--- src/rtl/ppu_render_sequencer.sv ---
// PPU render sequencer: dot/scanline timing generator for one PPU frame.
// Walks 341 dots x 262 scanlines, including the odd-frame short line. It
// decodes the position into the scroll, OAM and vblank strobes that the
// register handler consumes on the same clock edge.
//
// Ports
//   clk                 PPU master clock
//   rst_n               asynchronous active-low reset
//   clkEn               dot enable, one dot per enabled edge
//   background_EN       mask bit; rendering = background_EN | sprite_EN
//   sprite_EN           mask bit
//   dot [8:0]           current dot, 0..340
//   scanline [8:0]      current scanline, 0..261 (261 = pre-render)
//   frameOdd            frame parity
//   incrementX          coarse-X increment strobe
//   incrementY          fine/coarse-Y increment strobe
//   resetX              horizontal scroll reload strobe
//   resetY              vertical scroll reload strobe
//   setVerticalBlank    vblank flag set strobe at (241,1)
//   clearVerticalBlank  vblank flag clear strobe at (261,1)
//   oamReset            OAM address reset strobe
//   vblankActive        registered vblank level
//   frameStart          strobe at (0,0)
module ppu_render_sequencer (
  input  logic       clk,
  input  logic       rst_n,
  input  logic       clkEn,
  input  logic       background_EN,
  input  logic       sprite_EN,
  output logic [8:0] dot,
  output logic [8:0] scanline,
  output logic       frameOdd,
  output logic       incrementX,
  output logic       incrementY,
  output logic       resetX,
  output logic       resetY,
  output logic       setVerticalBlank,
  output logic       clearVerticalBlank,
  output logic       oamReset,
  output logic       vblankActive,
  output logic       frameStart
);

  localparam logic [8:0] LastDot  = 9'd340;
  localparam logic [8:0] LastLine = 9'd261;

  logic [8:0] dot_q, dot_d;
  logic [8:0] line_q, line_d;
  logic       odd_q, odd_d;
  logic       vblank_q, vblank_d;
  // Set by reset so the (0,0) position reached by reset does not look like a
  // real frame start; cleared on the first enabled dot.
  logic       fresh_q, fresh_d;

  logic rendering;
  logic en;
  logic render_line;
  logic skip;
  logic fetch_dot;

  assign rendering   = background_EN | sprite_EN;
  // Strobes are suppressed while reset is held, even with clkEn high.
  assign en          = clkEn & rst_n;
  assign render_line = (line_q <= 9'd239) || (line_q == LastLine);
  assign skip        = (line_q == LastLine) && (dot_q == 9'd339) && odd_q && rendering;
  // Tile fetch boundaries: every 8th dot of the visible span plus the two
  // prefetch tiles for the next line.
  assign fetch_dot   = ((dot_q[2:0] == 3'd0) && (dot_q >= 9'd8) && (dot_q <= 9'd256)) ||
                       (dot_q == 9'd328) || (dot_q == 9'd336);

  always_comb begin
    incrementX         = en & rendering & render_line & fetch_dot;
    incrementY         = en & rendering & render_line & (dot_q == 9'd256);
    resetX             = en & rendering & render_line & (dot_q == 9'd257);
    resetY             = en & rendering & (line_q == LastLine) &
                         (dot_q >= 9'd280) & (dot_q <= 9'd304);
    oamReset           = en & rendering & render_line & (dot_q >= 9'd257) & (dot_q <= 9'd320);
    setVerticalBlank   = en & (line_q == 9'd241) & (dot_q == 9'd1);
    clearVerticalBlank = en & (line_q == LastLine) & (dot_q == 9'd1);
    frameStart         = en & ~fresh_q & (line_q == 9'd0) & (dot_q == 9'd0);
  end

  always_comb begin
    dot_d    = dot_q;
    line_d   = line_q;
    odd_d    = odd_q;
    vblank_d = vblank_q;
    fresh_d  = fresh_q;
    if (clkEn) begin
      fresh_d = 1'b0;
      if (skip || (dot_q == LastDot)) begin
        dot_d = 9'd0;
        if (skip || (line_q == LastLine)) begin
          line_d = 9'd0;
          odd_d  = ~odd_q;
        end else begin
          line_d = line_q + 9'd1;
        end
      end else begin
        dot_d = dot_q + 9'd1;
      end
      if (setVerticalBlank) begin
        vblank_d = 1'b1;
      end else if (clearVerticalBlank) begin
        vblank_d = 1'b0;
      end
    end
  end

  always_ff @(posedge clk or negedge rst_n) begin
    if (!rst_n) begin
      dot_q    <= 9'd0;
      line_q   <= 9'd0;
      odd_q    <= 1'b0;
      vblank_q <= 1'b0;
      fresh_q  <= 1'b1;
    end else begin
      dot_q    <= dot_d;
      line_q   <= line_d;
      odd_q    <= odd_d;
      vblank_q <= vblank_d;
      fresh_q  <= fresh_d;
    end
  end

  assign dot          = dot_q;
  assign scanline     = line_q;
  assign frameOdd     = odd_q;
  assign vblankActive = vblank_q;

endmodule

--- config.mk ---
export PLATFORM = sky130hd
export DESIGN_NAME = ppu_render_sequencer
export DESIGN_NICKNAME = d
export VERILOG_FILES = /design/src/rtl/ppu_render_sequencer.sv
export SDC_FILE = /design/constraint.sdc
export NUM_CORES = 1
export LEC_CHECK = 0
export ABC_AREA = 0
export CORE_UTILIZATION = 44
export DETAILED_ROUTE_END_ITERATION = 6
export HOLD_SLACK_MARGIN = 0.03
export PLACE_DENSITY = 0.78
export SLEW_MARGIN = 20
export SYNTH_ARGS = -nofsm -noshare
export SYNTH_HDL_FRONTEND = slang
export SYNTH_SLANG_ARGS = --single-unit
--- constraint.sdc ---
create_clock -name clk -period 2.4 [get_ports clk]
set_input_delay 0.48 -clock clk [delete_from_list [all_inputs] [get_ports clk]]
set_output_delay 0.48 -clock clk [all_outputs]
set_load 0.02 [all_outputs]
# Word-level counts from Yosys, hierarchy flattened
# Cells that the tools add are included.
# totals
ff_bits	21
inputBits	5
# op_classes
addsub	2
n_lt_le_gt_ge	7
n_eq_ne	9
mux	4
n_bitwise	21
reduce_logical	17
# ops
operator	n
$eq A9 B9 Y1 const B	7
$le A9 B9 Y1 const B	3
$add A9 B1 Y9 const B	2
$and A1 B1 Y1	18
$ge A9 B9 Y1 const B	2
$logic_not A9 Y1	2
$mux W9	2
$eq A9 B1 Y1 const B	1
$eq A9 B8 Y1 const B	1
$ge A9 B4 Y1 const B	1
$le A9 B8 Y1 const B	1
$logic_and A1 B1 Y1	5
$logic_or A1 B1 Y1	5
$reduce_and A2 Y1	2
$logic_not A3 Y1	1
$reduce_and A3 Y1	1
$mux W1	2
$not A1 Y1	2
$reduce_bool A2 Y1	1
$or A1 B1 Y1	1

# Logic depth before layout (Yosys ltp)
# Gate-level depths: netlist of the first run.
# logic_depth
depth_word	6
mapped_depth	8

# Worst setup path after synthesis of the first run
# Ideal clock, no wire load.
# synth_timing
path_kind	register to output
startpoint	register line_q[7] (netlist: scanline[7])
endpoint	output port oamReset
arrival_time_ns	2.386
required_time_ns	1.920
path_slack_ns	-0.466
stages_incl_launch_ff	6
path_buffers	1
cell_sequence	dfrtp_1 > or4_4 > or2_2 > clkbuf_1 > a221o_1 > a221oi_1
# synth_between
elab_chain_len	5
# synth_rtl
item	line	text
start, declared	48	logic [8:0] line_q, line_d;
start signal, assigned	119	line_q <= line_d;
$le A9 B8 Y1 / $eq A9 B9 Y1 (equally long branches)	64	assign render_line = (line_q <= 9'd239) || (line_q == LastLine);
$logic_or A1 B1 Y1 (*)	64	
$and A1 B1 Y1 (*) (3 in a row)	77	oamReset = en & rendering & render_line & (dot_q >= 9'd257) & (dot_q <= 9'd320);
end, declared	39	output logic oamReset,
# Mark *: on every way between the ends. The rest lies on a longest branch, timed or not.

# Worst setup path after layout of the first run
# layout_timing
startpoint	register line_q[5] (netlist: scanline[5])
endpoint	output port incrementX
# layout_between
elab_chain_len	4
# layout_rtl
item	line	text
$le A9 B8 Y1 / $eq A9 B9 Y1 (equally long branches)	64	
$logic_or A1 B1 Y1 (*)	64	
$and A1 B1 Y1 (*) (2 in a row)	72	incrementX = en & rendering & render_line & fetch_dot;
end, declared	33	output logic incrementX,
# Marked as above.

==> out/qor.csv, run 1 <==
stage;metric;value;unit
run_status;status;finished, violations left;
run_status;failing checks;DRC, setup timing;
cts;Root Buffer;clkbuf_4;
timing;final clock skew;0.00311;ns
route;First DRT Iteration DRCs;115;
synthesis;async set-reset flop share out of synthesis;1.00;
grt;GR Layer Usage met1;0.359;
die;Row Count;19;
synthesis;synth cell count leaders;20 x dfrtp_1, 14 x nand2_1, 13 x nor2_1, 12 x inv_1, 10 x nor3_1;
timing;Slew HR;0.703;
hold_path;Hold Path Class;reg2reg;
synthesis;Yosys reg bits;21;
worst_setup_path;Crit. End Element;output pin;
synthesis;most area-consuming cells after synthesis;dfrtp_1 36%, ha_1 5.4%, nand2_1 3.8%;
grt;initial antenna violation count;0;
worst_setup_path;critical path class;reg2out;
layout;Antenna Cells;0;
power;Psw;584;uW
synthesis;syn_area_per_cell;8.67;um2
timing;Final setup viols;7;
synthesis;Synth area leader;dfrtp_1;
grt;met2 Use GR;0.483;
hold_path;Hold Crit Depth;1;
placed_design;post-place instance area;2110;um2
route;vias per cell;5.92;
cts;CTS tree;built;
cts;Worst-path clk slew;0.13;ns
timing;Min Hold Slack;0.496;ns
worst_setup_path;crit path cell chain;or4_4 -> or2_4 -> buf_4 -> a22o_4 -> a211oi_4 -> buf_6;
power;Seq pwr share;0.352;
timing;PnR worst setup slack;-0.408;ns
die;Die W;58.0;um
timing;max-slew violations;0;
grt;vias in the first global route;1560;
power;Pwr Total;1.39;mW
die;initial core utilization;0.483;
route;DRT antenna net count;0;
grt;largest net degree at the start of global routing;23;
synthesis;register area share after synthesis;0.382;
synthesis;syn_nets;170;
power;peak supply drop;0.590;mV
worst_setup_path;Worst setup SP type;flop;
power;Clock Power Share;0.131;
synthesis;Top FF cell, synth;dfrtp_1;
placed_design;port bufs;32;
worst_setup_path;CP Depth;6;
grt;total gr overflow;0;
layout;Layout Area Growth over Synthesis;61.0;%
timing;Worst-Margin Slew;0.434;ns
die;total I/O pin count;33;
die;core area;2850;um2
grt;met3 Use GR;0.0379;
synthesis;Synth cell types;40;
route;routed vias;1570;
power;Pleak;0.989;nW
power;Power Density;627;nW/um2
route;Post-route DRC;1;
grt;gr busiest metal;met2;
synthesis;Post-synth EDFFs;0;
flow_run;max cap viols;0;
timing;fin crit period;2.81;ns
layout;share of cells above drive strength 1;0.363;
timing;FMAX;356;MHz
cts;H-tree lvl count;1;
worst_setup_path;Worst EP required;1.92;ns
timing;Period Utilization, post-route;1.17;
power;Comb pwr share;0.517;
grt;first-pass GRT wire length;7150;um
worst_setup_path;arrival time of the worst setup path;2.33;ns
worst_setup_path;crit-path max cell delay;0.55;ns
layout;final net count;246;
synthesis;Syn Inst Count;159;
synthesis;warnings from Yosys;0;
cts;total CTS buffers;3;
cts;Longest Clk Path Bufs;2;
cts;worst skew pair latency;0.32;ns
route;routed wire length;4370;um
power;switching share of total power;0.420;
cts;Clock Sinks;21;
synthesis;Synth top area share;0.363;
placed_design;gpl congestion;0.854;
synthesis;most common cell in the synthesized netlist;dfrtp_1;
die;Die H;58.0;um
timing;Final Hold Viols;0;
worst_setup_path;critical path peak fanout;13;
worst_setup_path;FF-to-FF path depth;5;
cts;hold_buf cts;0;
die;die area;3360;um2
worst_setup_path;critical path buffer and inverter count;2;
synthesis;Cell Area, Synth;1380;um2
layout;final instance area;2220;um2
timing;RSZ-0062 raised after global routing;yes;
power;Pint;807;uW
layout;fillers;198;
worst_setup_path;Slowest-stage cell, CP;or4_4;
worst_setup_path;CP delay by family, top;simple AND/OR/NAND/NOR gates;
route;WL/cell;16.5;um
grt;Tot GR Track Use;0.281;
route;DRT Pass-1 Iters;7;
placed_design;post-DP HPWL;3240;um
power groups by stage:
| stage | Sequential [mW] | Clock [mW] | Combinational, mW |
|---|---|---|---|
| detailed placement | 0.488 | 0 | 0.687 |
| global route | 0.500 | 0.198 | 0.774 |
| finish | 0.490 | 0.182 | 0.719 |
| CTS | 0.484 | 0.183 | 0.693 |
| global placement | 0.482 | 0 | 0.662 |
| floorplan | 0.531 | 0 | 0.310 |
logic make-up (layout without fill, tap and decap cells):
group,after synthesis,in the layout,share of synthesized area
xor+xnor,8,8,0.0508
buf+inv,21,96,0.0599
flops,21,21,0.382
mux,1,1,0.00726
fa+ha+maj,6,6,0.0544
compound gates,33,33,0.180
simple gates,69,69,0.266
timing repair:
item                                   4_1_cts  5_1_grt
buffers inserted                             2        3
pin swaps                                    5        9
endpoints found under the hold margin        0        0
resized for setup                           51        5
setup endpoints to repair                    9       11
worst register-to-register path: cells and delay by family (launching register included):
kind                   cells  cell delay (ns)
AOI/OAI and AO/OA          2             0.60
DFF                        1             0.43
and+or+nand+nor            2             1.08
buffers and inverters      1             0.16
layer usage:
| layer | share of wire | wire length, um | vias to the layer above |
|---|---|---|---|
| met5 | 0 | 0 | - |
| met4 | 0.016 | 70 | 0 |
| met3 | 0.058 | 252 | 11 |
| met2 | 0.51 | 2250 | 75 |
| met1 | 0.41 | 1800 | 756 |
| li1 | - | - | 728 |
layout by cell type (no fill, tap or decap), types with 3 or more instances in the layout:
cell / netlist / routed
a21oi_1: 3 / 3
a31oi_1: 8 / 8
and3_1: 3 / 3
buf_4: 1 / 50
buf_6: 0 / 5
clkbuf_4: 0 / 3
clkdlybuf4s50_1: 0 / 24
dfrtp_1: 20 / 16
dfrtp_2: 0 / 4
ha_1: 6 / 5
inv_1: 12 / 12
nand2_1: 14 / 14
nand3_1: 8 / 8
nor2_1: 13 / 12
nor3_1: 10 / 7
o21ai_0: 4 / 4
or3_1: 4 / 3
xnor2_1: 4 / 4
xor2_1: 4 / 4
flip-flops by register name, summed over array words and instances (netlist names):
name and count:
vblankActive 1, fresh_q 1, frameOdd 1, dot 9, scanline 9
worst paths after layout:
path,from,endpoint,slack (ns)
worst max-delay path,scanline[5]$_DFFE_PN0P_,incrementX,-0.41
max in group asynchronous,rst_n,fresh_q$_DFFE_PN1P_,1.57
worst min-delay path,fresh_q$_DFFE_PN1P_,fresh_q$_DFFE_PN1P_,0.50
min in group asynchronous,rst_n,scanline[8]$_DFFE_PN0P_,0.56
worst min register to register,fresh_q$_DFFE_PN1P_,fresh_q$_DFFE_PN1P_,0.50
worst max register to register,scanline[5]$_DFFE_PN0P_,dot[1]$_DFFE_PN0P_,0.02
final cells by class:
type | count | area (um2) | share of cell area
Timing Repair Buffer | 80 | 677 | 0.305
Clock buffer | 3 | 22.5 | 0.0101
Clock inverter | 1 | 5.00 | 0.00225
Sequential cell | 21 | 532 | 0.240
Tap cell | 31 | 38.8 | 0.0175
Inverter | 12 | 45.0 | 0.0203
Multi-Input combinational cell | 117 | 900 | 0.405
metrics by stage:
step                      TNS, ns  std cells  utilization  setup slack, ns
after floorplan            -0.504        159            -           -0.160
after global placement      -4.94        256        0.738           -0.839
after detailed placement    -5.42        256        0.738           -0.923
after CTS                   -2.30        262        0.760           -0.433
after global routing        -2.59        265        0.778           -0.461
final                       -2.24        265        0.778           -0.408
No activity file was read; power rests on OpenSTA's default activity.
==> run 2: changes to the inputs <==
--- a/config.mk
+++ b/config.mk
@@ -8,6 +8,7 @@
 export ABC_AREA = 0
 export CORE_UTILIZATION = 44
 export DETAILED_ROUTE_END_ITERATION = 6
+export GPL_ROUTABILITY_DRIVEN = 0
 export HOLD_SLACK_MARGIN = 0.03
 export PLACE_DENSITY = 0.78
 export SLEW_MARGIN = 20
==> results of run 2 <==
The final DEF is identical to that of run 1; final timing and power are the same.
==> run 3: changes to the inputs <==
--- a/config.mk
+++ b/config.mk
@@ -7,10 +7,11 @@
 export LEC_CHECK = 0
 export ABC_AREA = 0
 export CORE_UTILIZATION = 44
+export CTS_CLUSTER_SIZE = 10
 export DETAILED_ROUTE_END_ITERATION = 6
-export GPL_ROUTABILITY_DRIVEN = 0
 export HOLD_SLACK_MARGIN = 0.03
 export PLACE_DENSITY = 0.78
+export SKIP_CTS_REPAIR_TIMING = 1
 export SLEW_MARGIN = 20
 export SYNTH_ARGS = -nofsm -noshare
 export SYNTH_HDL_FRONTEND = slang
==> out/qor.csv, run 3 (synthesis gave the netlist of run 1 again) <==
stage;metric;value;unit;change
layout;commonest non-fill, non-tap cell in the layout;buf_4;;
placed_design;post-DP HPWL;3240;um;unchanged
power;peak supply drop;0.587;mV;-0.43%
grt;total gr overflow;0;;unchanged
layout;fillers;197;;-0.51%
timing;setup TNS;-2.39;ns;-0.152 ns
placed_design;port bufs;32;;unchanged
worst_setup_path;critical path peak fanout;3;;-10
route;vias per cell;5.93;;+0.12%
die;total I/O pin count;33;;unchanged
cts;CTS tree;built;;
power;Pwr Total;1.37;mW;-1.4%
hold_path;Hold Path Class;reg2reg;;
cts;Worst-path clk slew;0.13;ns;about the same
worst_setup_path;crit path cell chain;or4_4 -> or2_4 -> a221o_2 -> a221oi_4 -> buf_6;;
die;core area;2850;um2;unchanged
route;Post-route DRC;1;;unchanged
run_status;failing checks;DRC, setup timing;;
placed_design;post-place instance area;2110;um2;unchanged
layout;area of the multi-input gates;890;um2;-1.1%
layout;final net count;245;;-0.41%
worst_setup_path;crit-path max cell delay;0.55;ns;about the same
timing;PnR worst setup slack;-0.442;ns;-0.0335 ns
cts;Clock Sinks;21;;unchanged
cts;Longest Clk Path Bufs;2;;unchanged
layout;Antenna Cells;0;;unchanged
timing;Final setup viols;7;;unchanged
route;WL/cell;16.5;um;about the same
worst_setup_path;arrival time of the worst setup path;2.36;ns;+0.03 ns
route;routed vias;1566;;-0.25%
route;routed wire length;4360;um;-0.34%
route;DRT Pass-1 Iters;7;;unchanged
timing;max-slew violations;0;;unchanged
timing;Period Utilization, post-route;1.18;;+0.0140
layout;utilization after layout;0.772;;-0.00614
grt;vias in the first global route;1543;;-1.1%
die;die area;3360;um2;unchanged
worst_setup_path;critical path buffer and inverter count;1;;-1
timing;FMAX;352;MHz;-1.2%
layout;Layout Area Growth over Synthesis;59.7;%;
cts;total CTS buffers;3;;unchanged
placed_design;dpl ws;-0.923;ns;unchanged
flow_run;max cap viols;0;;unchanged
grt;Tot GR Track Use;0.277;;-0.00473
worst_setup_path;Worst setup SP type;flop;;
placed_design;gpl congestion;0.854;;
route;DRT antenna net count;0;;unchanged
timing;Worst-Margin Slew;0.440;ns;+0.00570 ns
run_status;status;finished, violations left;;
timing;fin crit period;2.84;ns;+0.0335 ns
timing;Final Hold Viols;0;;unchanged
power;Power Density;623;nW/um2;-0.66%
worst_setup_path;critical path class;reg2out;;
timing;Slew HR;0.699;;-0.00390
layout;final instance area;2200;um2;-0.79%
worst_setup_path;CP delay by family, top;simple AND/OR/NAND/NOR gates;;
layout;final non-filler cell total;264;;-0.38%
power;Pleak;0.984;nW;-0.57%
die;initial core utilization;0.483;;unchanged
grt;first-pass GRT wire length;7050;um;-1.4%
route;First DRT Iteration DRCs;79;;-31%
placed_design;placed cell count;256;;unchanged
layout;share of cells above drive strength 1;0.361;;-0.00273
die;Die W;58.0;um;unchanged
die;Row Count;19;;unchanged
timing;Min Hold Slack;0.496;ns;+0.000538 ns
worst_setup_path;Worst EP required;1.92;ns;about the same
cts;Root Buffer;clkbuf_4;;
cts;worst skew pair latency;0.32;ns;about the same
grt;initial antenna violation count;0;;unchanged
grt;largest net degree at the start of global routing;23;;unchanged
worst_setup_path;Crit. End Element;output pin;;
timing;RSZ-0062 raised after global routing;yes;;
timing;final clock skew;0.00144;ns;-0.00167 ns
layout;register area;532;um2;unchanged
cts;H-tree lvl count;1;;unchanged
worst_setup_path;Slowest-stage cell, CP;or4_4;;
layout;most frequent cells in the layout;49 x buf_4, 24 x clkdlybuf4s50_1, 16 x dfrtp_1;;
die;Die H;58.0;um;unchanged
## run 3: changes by cell type in the layout (fill, tap and decap cells not counted), sizes merged
cell / change
buf: -1
## run 3: final timing paths
check | start | endpoint | slack, ns | depth (start not counted)
max | scanline[4]$_DFFE_PN0P_ | oamReset | -0.44 | 5
min in group asynchronous | rst_n | scanline[8]$_DFFE_PN0P_ | 0.56 | 2
min | fresh_q$_DFFE_PN1P_ | fresh_q$_DFFE_PN1P_ | 0.50 | 1
max in group asynchronous | rst_n | fresh_q$_DFFE_PN1P_ | 1.56 | 2
min reg2reg | fresh_q$_DFFE_PN1P_ | fresh_q$_DFFE_PN1P_ | 0.50 | 1
max reg2reg | dot[3]$_DFFE_PN0P_ | dot[1]$_DFFE_PN0P_ | 0.06 | 5
## run 3: final cells by class
class	instances	area share
Inverter	12	0.0205
Clock inverter	1	0.00227
Multi-Input combinational cell	117	0.404
Clock buffer	3	0.0102
Tap cell	31	0.0176
Timing Repair Buffer	79	0.304
Sequential cell	21	0.241
## run 3: power by group
part | internal [mW] | switching [mW] | total (mW)
clock network | 0.0625 | 0.122 | 0.184
logic | 0.322 | 0.377 | 0.698
registers | 0.409 | 0.0798 | 0.489
total | 0.793 | 0.578 | 1.37
## run 3: worst reg2reg max path, delay by kind of cell, from the launching register on
| kind | cells | cell delay [ns] |
|---|---|---|
| AO/OA/AOI/OAI | 2 | 0.57 |
| AND/OR/NAND/NOR | 2 | 0.98 |
| flip-flops | 1 | 0.50 |
| buffers and inverters | 1 | 0.17 |
## run 3: routing by layer
layer	track usage	wire length, um	vias to the layer above
met4	0.112	74	0
met1	0.351	1850	761
met5	0	0	-
met2	0.475	2200	71
li1	-	-	725
met3	0.0379	236	9
